### config.mk
export PLATFORM = sky130hd
export DESIGN_NAME = pwm_sample_sequencer
export DESIGN_NICKNAME = d
export VERILOG_FILES = /design/src/rtl/pwm_sample_sequencer.sv
export SDC_FILE = /design/constraint.sdc
export NUM_CORES = 1
export LEC_CHECK = 0
export BUFFER_PORTS_ARGS = -buffer_cell sky130_fd_sc_hd__buf_2
export CAP_MARGIN = 20
export CORE_ASPECT_RATIO = 0.9
export CORE_MARGIN = 2
export CORE_UTILIZATION = 32
export DETAILED_ROUTE_END_ITERATION = 8
export GPL_ROUTABILITY_DRIVEN = 0
export PLACE_DENSITY = 0.57
export SLEW_MARGIN = 40
export SYNTH_ARGS = -nofsm -noshare
export SYNTH_HDL_FRONTEND = slang
export SYNTH_SLANG_ARGS = --single-unit
### constraint.sdc
create_clock -name clk -period 8.4 [get_ports clk]
set_clock_uncertainty 0.15 [all_clocks]
set_input_delay 0.84 -clock clk [delete_from_list [all_inputs] [get_ports clk]]
set_output_delay 0.84 -clock clk [all_outputs]
set_load 0.05 [all_outputs]
### src/rtl/pwm_sample_sequencer.sv
// Sample sequencer between the IIR filter output and the pwm block.
// Buffers filtered samples in a small FIFO, primes it, starts the pwm and
// loads a new duty value on every pwm end-of-cycle pulse, tracking underruns.
module pwm_sample_sequencer #(
  parameter int unsigned N           = 31,
  parameter int unsigned DEPTH       = 4,
  parameter int unsigned PRIME_LEVEL = 2,
  parameter int unsigned CNT_W       = 8
) (
  input  logic                     clk,
  input  logic                     rst,
  input  logic                     enable,
  input  logic                     sample_valid,
  input  logic [N-1:0]             sample_data,
  output logic                     sample_ready,
  input  logic                     pwm_eoc,
  output logic                     pwm_rst,
  output logic [N-1:0]             pwm_duty,
  output logic                     frame_strobe,
  output logic                     underrun,
  output logic [CNT_W-1:0]         underrun_cnt,
  input  logic                     clr_underrun,
  output logic [$clog2(DEPTH):0]   level,
  output logic                     running
);

  localparam int unsigned AW = (DEPTH > 1) ? $clog2(DEPTH) : 1;
  localparam int unsigned LW = $clog2(DEPTH) + 1;

  typedef enum logic [1:0] {StIdle, StPrime, StRun} state_e;

  state_e             state_q, state_d;
  logic [N-1:0]       mem_q [DEPTH];
  logic [AW-1:0]      wr_ptr_q, wr_ptr_d;
  logic [AW-1:0]      rd_ptr_q, rd_ptr_d;
  logic [LW-1:0]      level_q, level_d;
  logic               pwm_rst_q, pwm_rst_d;
  logic [N-1:0]       pwm_duty_q, pwm_duty_d;
  logic               frame_strobe_q, frame_strobe_d;
  logic               underrun_q, underrun_d;
  logic [CNT_W-1:0]   underrun_cnt_q, underrun_cnt_d;
  logic               sample_ready_q, sample_ready_d;
  logic               running_q, running_d;

  logic               push, pop, eoc_fire, underrun_evt, primed;

  // State and registered outputs.
  always_ff @(posedge clk or negedge rst) begin
    if (!rst) begin
      state_q        <= StIdle;
      wr_ptr_q       <= '0;
      rd_ptr_q       <= '0;
      level_q        <= '0;
      pwm_rst_q      <= 1'b1;
      pwm_duty_q     <= '0;
      frame_strobe_q <= 1'b0;
      underrun_q     <= 1'b0;
      underrun_cnt_q <= '0;
      sample_ready_q <= 1'b0;
      running_q      <= 1'b0;
    end else begin
      state_q        <= state_d;
      wr_ptr_q       <= wr_ptr_d;
      rd_ptr_q       <= rd_ptr_d;
      level_q        <= level_d;
      pwm_rst_q      <= pwm_rst_d;
      pwm_duty_q     <= pwm_duty_d;
      frame_strobe_q <= frame_strobe_d;
      underrun_q     <= underrun_d;
      underrun_cnt_q <= underrun_cnt_d;
      sample_ready_q <= sample_ready_d;
      running_q      <= running_d;
    end
  end

  // FIFO storage; contents need no reset since level gates every read.
  always_ff @(posedge clk) begin
    if (push) begin
      mem_q[wr_ptr_q] <= sample_data;
    end
  end

  assign primed = (level_q >= LW'(PRIME_LEVEL));

  // Next-state logic.
  always_comb begin
    state_d = state_q;
    if (!enable) begin
      state_d = StIdle;
    end else begin
      unique case (state_q)
        StIdle:  state_d = StPrime;
        StPrime: if (primed) state_d = StRun;
        StRun:   state_d = StRun;
        default: state_d = StIdle;
      endcase
    end
  end

  // Datapath and next values of the registered outputs.
  always_comb begin
    // eoc is ignored while the pwm is held in reset (it drives eoc high then).
    eoc_fire     = enable && (state_q == StRun) && pwm_eoc && !pwm_rst_q;
    push         = enable && sample_valid && sample_ready_q;
    pop          = enable && (((state_q == StPrime) && primed) ||
                              (eoc_fire && (level_q != '0)));
    underrun_evt = eoc_fire && (level_q == '0);

    wr_ptr_d   = push ? wr_ptr_q + AW'(1) : wr_ptr_q;
    rd_ptr_d   = pop  ? rd_ptr_q + AW'(1) : rd_ptr_q;
    level_d    = level_q + LW'(push) - LW'(pop);
    pwm_rst_d  = pwm_rst_q;
    pwm_duty_d = pwm_duty_q;
    if (pop) begin
      pwm_duty_d = mem_q[rd_ptr_q];
      pwm_rst_d  = 1'b0;
    end
    frame_strobe_d = eoc_fire;

    // Disable flushes the FIFO and parks the pwm, discarding any push/pop.
    if (!enable) begin
      wr_ptr_d   = '0;
      rd_ptr_d   = '0;
      level_d    = '0;
      pwm_rst_d  = 1'b1;
      pwm_duty_d = '0;
    end

    // Clear takes priority over a coincident underrun.
    underrun_d     = underrun_q;
    underrun_cnt_d = underrun_cnt_q;
    if (clr_underrun) begin
      underrun_d     = 1'b0;
      underrun_cnt_d = '0;
    end else if (underrun_evt) begin
      underrun_d = 1'b1;
      if (underrun_cnt_q != '1) begin
        underrun_cnt_d = underrun_cnt_q + CNT_W'(1);
      end
    end

    running_d      = (state_d == StRun);
    sample_ready_d = (state_d != StIdle) && (level_d != LW'(DEPTH));
  end

  assign sample_ready = sample_ready_q;
  assign pwm_rst      = pwm_rst_q;
  assign pwm_duty     = pwm_duty_q;
  assign frame_strobe = frame_strobe_q;
  assign underrun     = underrun_q;
  assign underrun_cnt = underrun_cnt_q;
  assign level        = level_q;
  assign running      = running_q;

endmodule

; Yosys cells after proc, flatten, opt, wreduce, memory -nomap -nowiden
; Memories as Yosys holds them, arrays and structs flattened.
; Index checks and enable logic that the tools add are counted.
[totals]
ram_bits = 124
inputBits = 37
mem_count = 1
output_inout_bits = 47
wordCells = 63
regBits = 53
[op_classes]
n_addsub = 5
n_lt_le_gt_ge = 1
eq_ne = 7
n_reduce_logical = 19
n_mux = 19
[memory_table]
columns = name, depth, width, read_ports, rd_clocked_by_memory_dff, wr, line
row1 = mem_q, 4, 31, 1, 0, 1, 33  ; logic [N-1:0] mem_q [DEPTH];
[op_table]
columns = op, n
row1 = 31-bit two-way mux, 2
row2 = 8-bit two-way mux, 3
row3 = 2-bit two-way mux, 6
row4 = 1-bit logical AND, 10
row5 = "8-bit by 1-bit adder with 8-bit output, second input constant", 1
row6 = "8-bit inequality test, second input constant", 1
row7 = 1-bit two-way mux, 6
row8 = 2-bit case mux with 3 select lines, 1
row9 = 2-bit nonzero test, 3
row10 = "2-bit by 1-bit adder with 2-bit output, second input constant", 2
row11 = "2-bit == test, second input constant", 2
row12 = "2-bit by 1-bit inequality test with 1-bit output, second input constant", 2
row13 = 3-bit by 1-bit adder with 3-bit output, 1
row14 = "3-bit by 2-bit >= comparator with 1-bit output, second input constant", 1
row15 = 3-bit zero test, 1
row16 = 3-bit two-way mux, 1
row17 = "3-bit inequality test, second input constant", 1
row18 = 3-bit nonzero test, 1
row19 = 3-bit by 1-bit subtractor with 3-bit output, 1
row20 = "2-bit by 1-bit == test with 1-bit output, second input constant", 1
row21 = 2-bit zero test, 1
row22 = 2-bit AND reduction, 1
row23 = 1-bit zero test, 1
row24 = 1-bit logical OR, 1

; Longest topological paths before layout
[logic_depth]
word_depth = 11
depth_mapped = 13
ltp_nobuf = 12

; Least setup slack after synthesis
; No wires, ideal clock.
[synth_path]
kind = flip-flop to flip-flop
from = register level_q[1], in the netlist level[1]
to = register sample_ready_q, in the netlist sample_ready
t_arrival_ns = 3.117
path_slack_ns = 5.029
n_path_buf = 1
setup_ns = 0.104
stages_incl_launch_ff = 13
required_ns = 8.146
synth_period_minus_slack_ns = 3.371
path_cell_list = dfrtp_1 or3b_1 a211oi_2 o21ai_1 clkbuf_1 inv_1 ha_1 inv_1 ha_1 inv_1 fa_1 nor2b_1 a221oi_1
[synth_via]
elab_chain_cells = 8
word_cells_on_any_way = 15
cone_classes = add/sub (2) / order compare (1) / eq/ne (1) / mux (4) / reduce/logical (7)
[synth_lines]
columns = element, line
row1 = start: declaration, 36  ; logic [LW-1:0] level_q, level_d;
row2 = start signal: assignment, 65  ; level_q <= level_d;
row3 = 3-bit by 2-bit >= comparator with 1-bit output or 3-bit nonzero test (tied branches), "83, 106"
row4 = 1-bit logical AND (on tied branches), "105, 106"
row5 = 1-bit logical OR, 105  ; pop = enable && (((state_q == StPrime) && primed) ||
row6 = 1-bit logical AND, 105
row7 = 3-bit by 1-bit subtractor with 3-bit output, 111  ; level_d = level_q + LW'(push) - LW'(pop);
row8 = 3-bit two-way mux, 121  ; if (!enable) begin
row9 = 3-bit inequality test, 143  ; sample_ready_d = (state_d != StIdle) && (level_d != LW'(DEPTH));
row10 = 1-bit logical AND *, 143
row11 = named net sample_ready_d, 42  ; logic sample_ready_q, sample_ready_d;
row12 = end signal: assignment, 71  ; sample_ready_q <= sample_ready_d;
row13 = end: declaration, 42
; Mark *: on every way through the listed nets, which the timed path passes. The rest lies on a longest branch.
; A chain may end at the register's enable or synchronous reset.

; Final worst setup path
; Ends and elaborated chain as after synthesis.

==> results.yml <==
cells_and_area:
  layout_common_cells: "edfxtp_1, buf_2, dfrtp_1"
  layout-drive-gt1-share_pct: 33.5
  nets: 517
  design_area_um2: 8200
  final_core_util_pct: 39.2
  nFillCells: 1982
  syn_to_final_growth_pct: 20.0
  final_common_cell: "edfxtp_1"
sta:
  tightest_slew_ns: 0.600
  drv_slew: 0
  fin_crit_ns: 3.55
  period_share_pct: 42.3
  whs_ns: 0.322
  hold_viol: 0
  rsz0062_at_grt: "no"
  worst_slew_margin_rel_pct: 59.9
  fmax_mhz: 281
  setup_viol: 0
  finalSetupTns_ns: 0
synth:
  yosysSeqAreaShare_pct: 73.9
  syn_nets: 430
  synth_seq_cells: 177
  ys_warn_count: 0
  yosysTopAreaCell: "edfxtp_1"
  synth_area_leaders: "edfxtp_1, dfrtp_1, mux4_2"
  synth_top_area_share_pct: 54.5
  yosysUniqueCellTypes: 39
  synthCells: 384
  netlist_area_um2: 6830
  syn_area_per_cell_um2: 17.8
critical_path:
  cp_max_fo: 17
  max_stage_delay_ns: 0.57
  cp_cell_sequence: "or3b_1, a211oi_2, o21ai_4, buf_16, inv_1, ha_1, inv_1, ha_1, inv_1, fa_1, nor2b_1, a221oi_1"
  cp.required_ns: 8.57
  r2r_start: "level[1]$_DFF_PN0_"
  cp.arrival_ns: 3.72
  worstSetupPathType: "reg -> reg"
  crit_path_end_kind: "register"
  critPathLaunchType: "register"
  path_delay_family: "compound AO/OA/AOI/OAI gates"
  cpMaxStageDelayCell: "a211oi_2"
  crit_start: "level[1]$_DFF_PN0_"
  path_common_cell: "inv_1"
  crit_buf_inv: 4
clock_network:
  post-cts-setup-buffers: 0
  numCtsBuffers: 17
  cts.clk_slew.worst_paths_ns: 0.07
  cts.path.max_buffers: 2
  clkSinkCount: 177
  hold_buffers: 0
  cts_tree: "built"
  clk_latency_ns: 0.42
  htreeDepth: 4
  ctsResizeCount: 0
  cts_root_buf: "clkbuf_16"
floorplanning:
  die_x_um: 158
  die-area_um2: 22500
  num_rows: 50
  start_util_pct: 32.7
  die_y_um: 143
  ioPinCount: 84
  coreArea_um2: 20900
pwr:
  irDropWorstVdd_uv: 105
  power_switching_uw: 694
  internal_power_mw: 1.59
  cellLeakagePower_nw: 3.16
  pwr-share-clk_pct: 32.7
  swShare_pct: 30.4
  power_density_nw_per_um2: 279
  total_power_mw: 2.29
  pwr-share-comb_pct: 20.6
  pwr-share-seq_pct: 46.7
route:
  drc: 0
  drtAntennaViolNets: 0
  routed_wl_mm: 13.7
  first_pass_iters: 7
  drt_iter0_markers: 213
  viasPerCell: 4.64
  vias: 3581
  post_drt_wl_per_cell_um: 17.7
hold_path:
  hp-class: "in -> async"
global_routing:
  first_global_vias: 3748
  grt_usage_pct: 12.9
  antenna_found_initial: 1
  grt_pass1_wl_mm: 21.2
  grt_max_degree: 54
  grt_overflow: 0
run:
  drv_cap: 0
placement:
  portBuffers: 83
  dp_hpwl_mm: 8.42
  dpl_cell_area_um2: 7630
status:
  status: "finished, final reports clean"
## metal layers
metal	wire [µm]	global-route usage, %
met3	620	3.67
met5	13	0
met1	6220	16.9
met2	6720	21.1
met4	92	3.84
## area by class of cell
type / instances / area [µm²] / area share [%]
repair buffers: 87 / 489 / 5.97
clock inverters: 14 / 130 / 1.59
well taps: 286 / 358 / 4.37
diodes: 1 / 2.50 / 0.0305
clock buffers: 18 / 429 / 5.24
multi-input cells: 144 / 1570 / 19.1
inverters: 44 / 165 / 2.01
flip-flops and latches: 177 / 5060 / 61.7
## Yosys cell counts (all sizes together)
cell / number
or3b: 3
nand4bb: 1
ha: 8
dfrtp: 52
nor2b: 1
a21oi: 10
and2: 7
nand2b: 1
xnor2: 1
nand2: 7
inv: 44
o41ai: 2
xor2: 1
o31ai: 5
nand4: 1
buf: 5
o2bb2ai: 31
edfxtp: 124
a211oi: 2
mux4: 31
or4: 5
fa: 1
and4: 1
or3: 2
a221oi: 1
o21ai: 6
mux2i: 1
nor3b: 1
nor3: 3
clkbuf: 14
nand3: 3
nor2: 8
dfstp: 1
## path summary, 6_finish.rpt
check	slack (ns)	cells past startpoint	end
worst max-delay path	4.85	12	sample_ready$_DFF_PN0_
worst min-delay path	0.32	2	pwm_duty[15]$_DFFE_PN0P_
worst max register to register	4.85	12	sample_ready$_DFF_PN0_
worst min register to register	0.34	1	pwm_duty[10]$_DFFE_PN0P_
max in group asynchronous	7.37	2	rd_ptr_q[1]$_DFFE_PN0P_
min in group clk	0.34	1	pwm_duty[10]$_DFFE_PN0P_
## flip-flops by register name, indices dropped and copies added (netlist names)
name	count
underrun_cnt	8
running	1
frame_strobe	1
rd_ptr_q	2
wr_ptr_q	2
pwm_rst	1
pwm_duty	31
level	3
underrun	1
sample_ready	1
mem_q	124
state_q	2
## stage by stage
stage	setup WS, ns	instances
3_5_place_dp	4.59	738
2_1_floorplan	5.03	384
5_1_grt	4.53	770
3_3_place_gp	4.52	736
4_1_cts	4.84	770
6_report	4.85	771
## logic make-up (layout without fill, tap and decap cells)
logic type,Yosys count,in the layout,synth area share [%]
AO/OA/AOI/OAI,57,57,6.37
XOR/XNOR,2,2,0.256
adder cells (fa/ha/maj),9,9,1.76
buffers and inverters,63,163,3.55
flip-flops,177,177,73.9
multiplexers,32,32,10.4
other,0,1,0
AND/OR/NAND/NOR,44,44,3.77
## power by group through the flow
stage	Combinational (mW)	Sequential [mW]	Clock, mW
floorplan	0.222	1.19	0
finish	0.470	1.07	0.748
global placement	0.454	1.09	0
global route	0.509	1.08	0.802
detailed placement	0.479	1.09	0
CTS	0.480	1.07	0.767
Note: power is estimated with default switching activity, not from simulation.
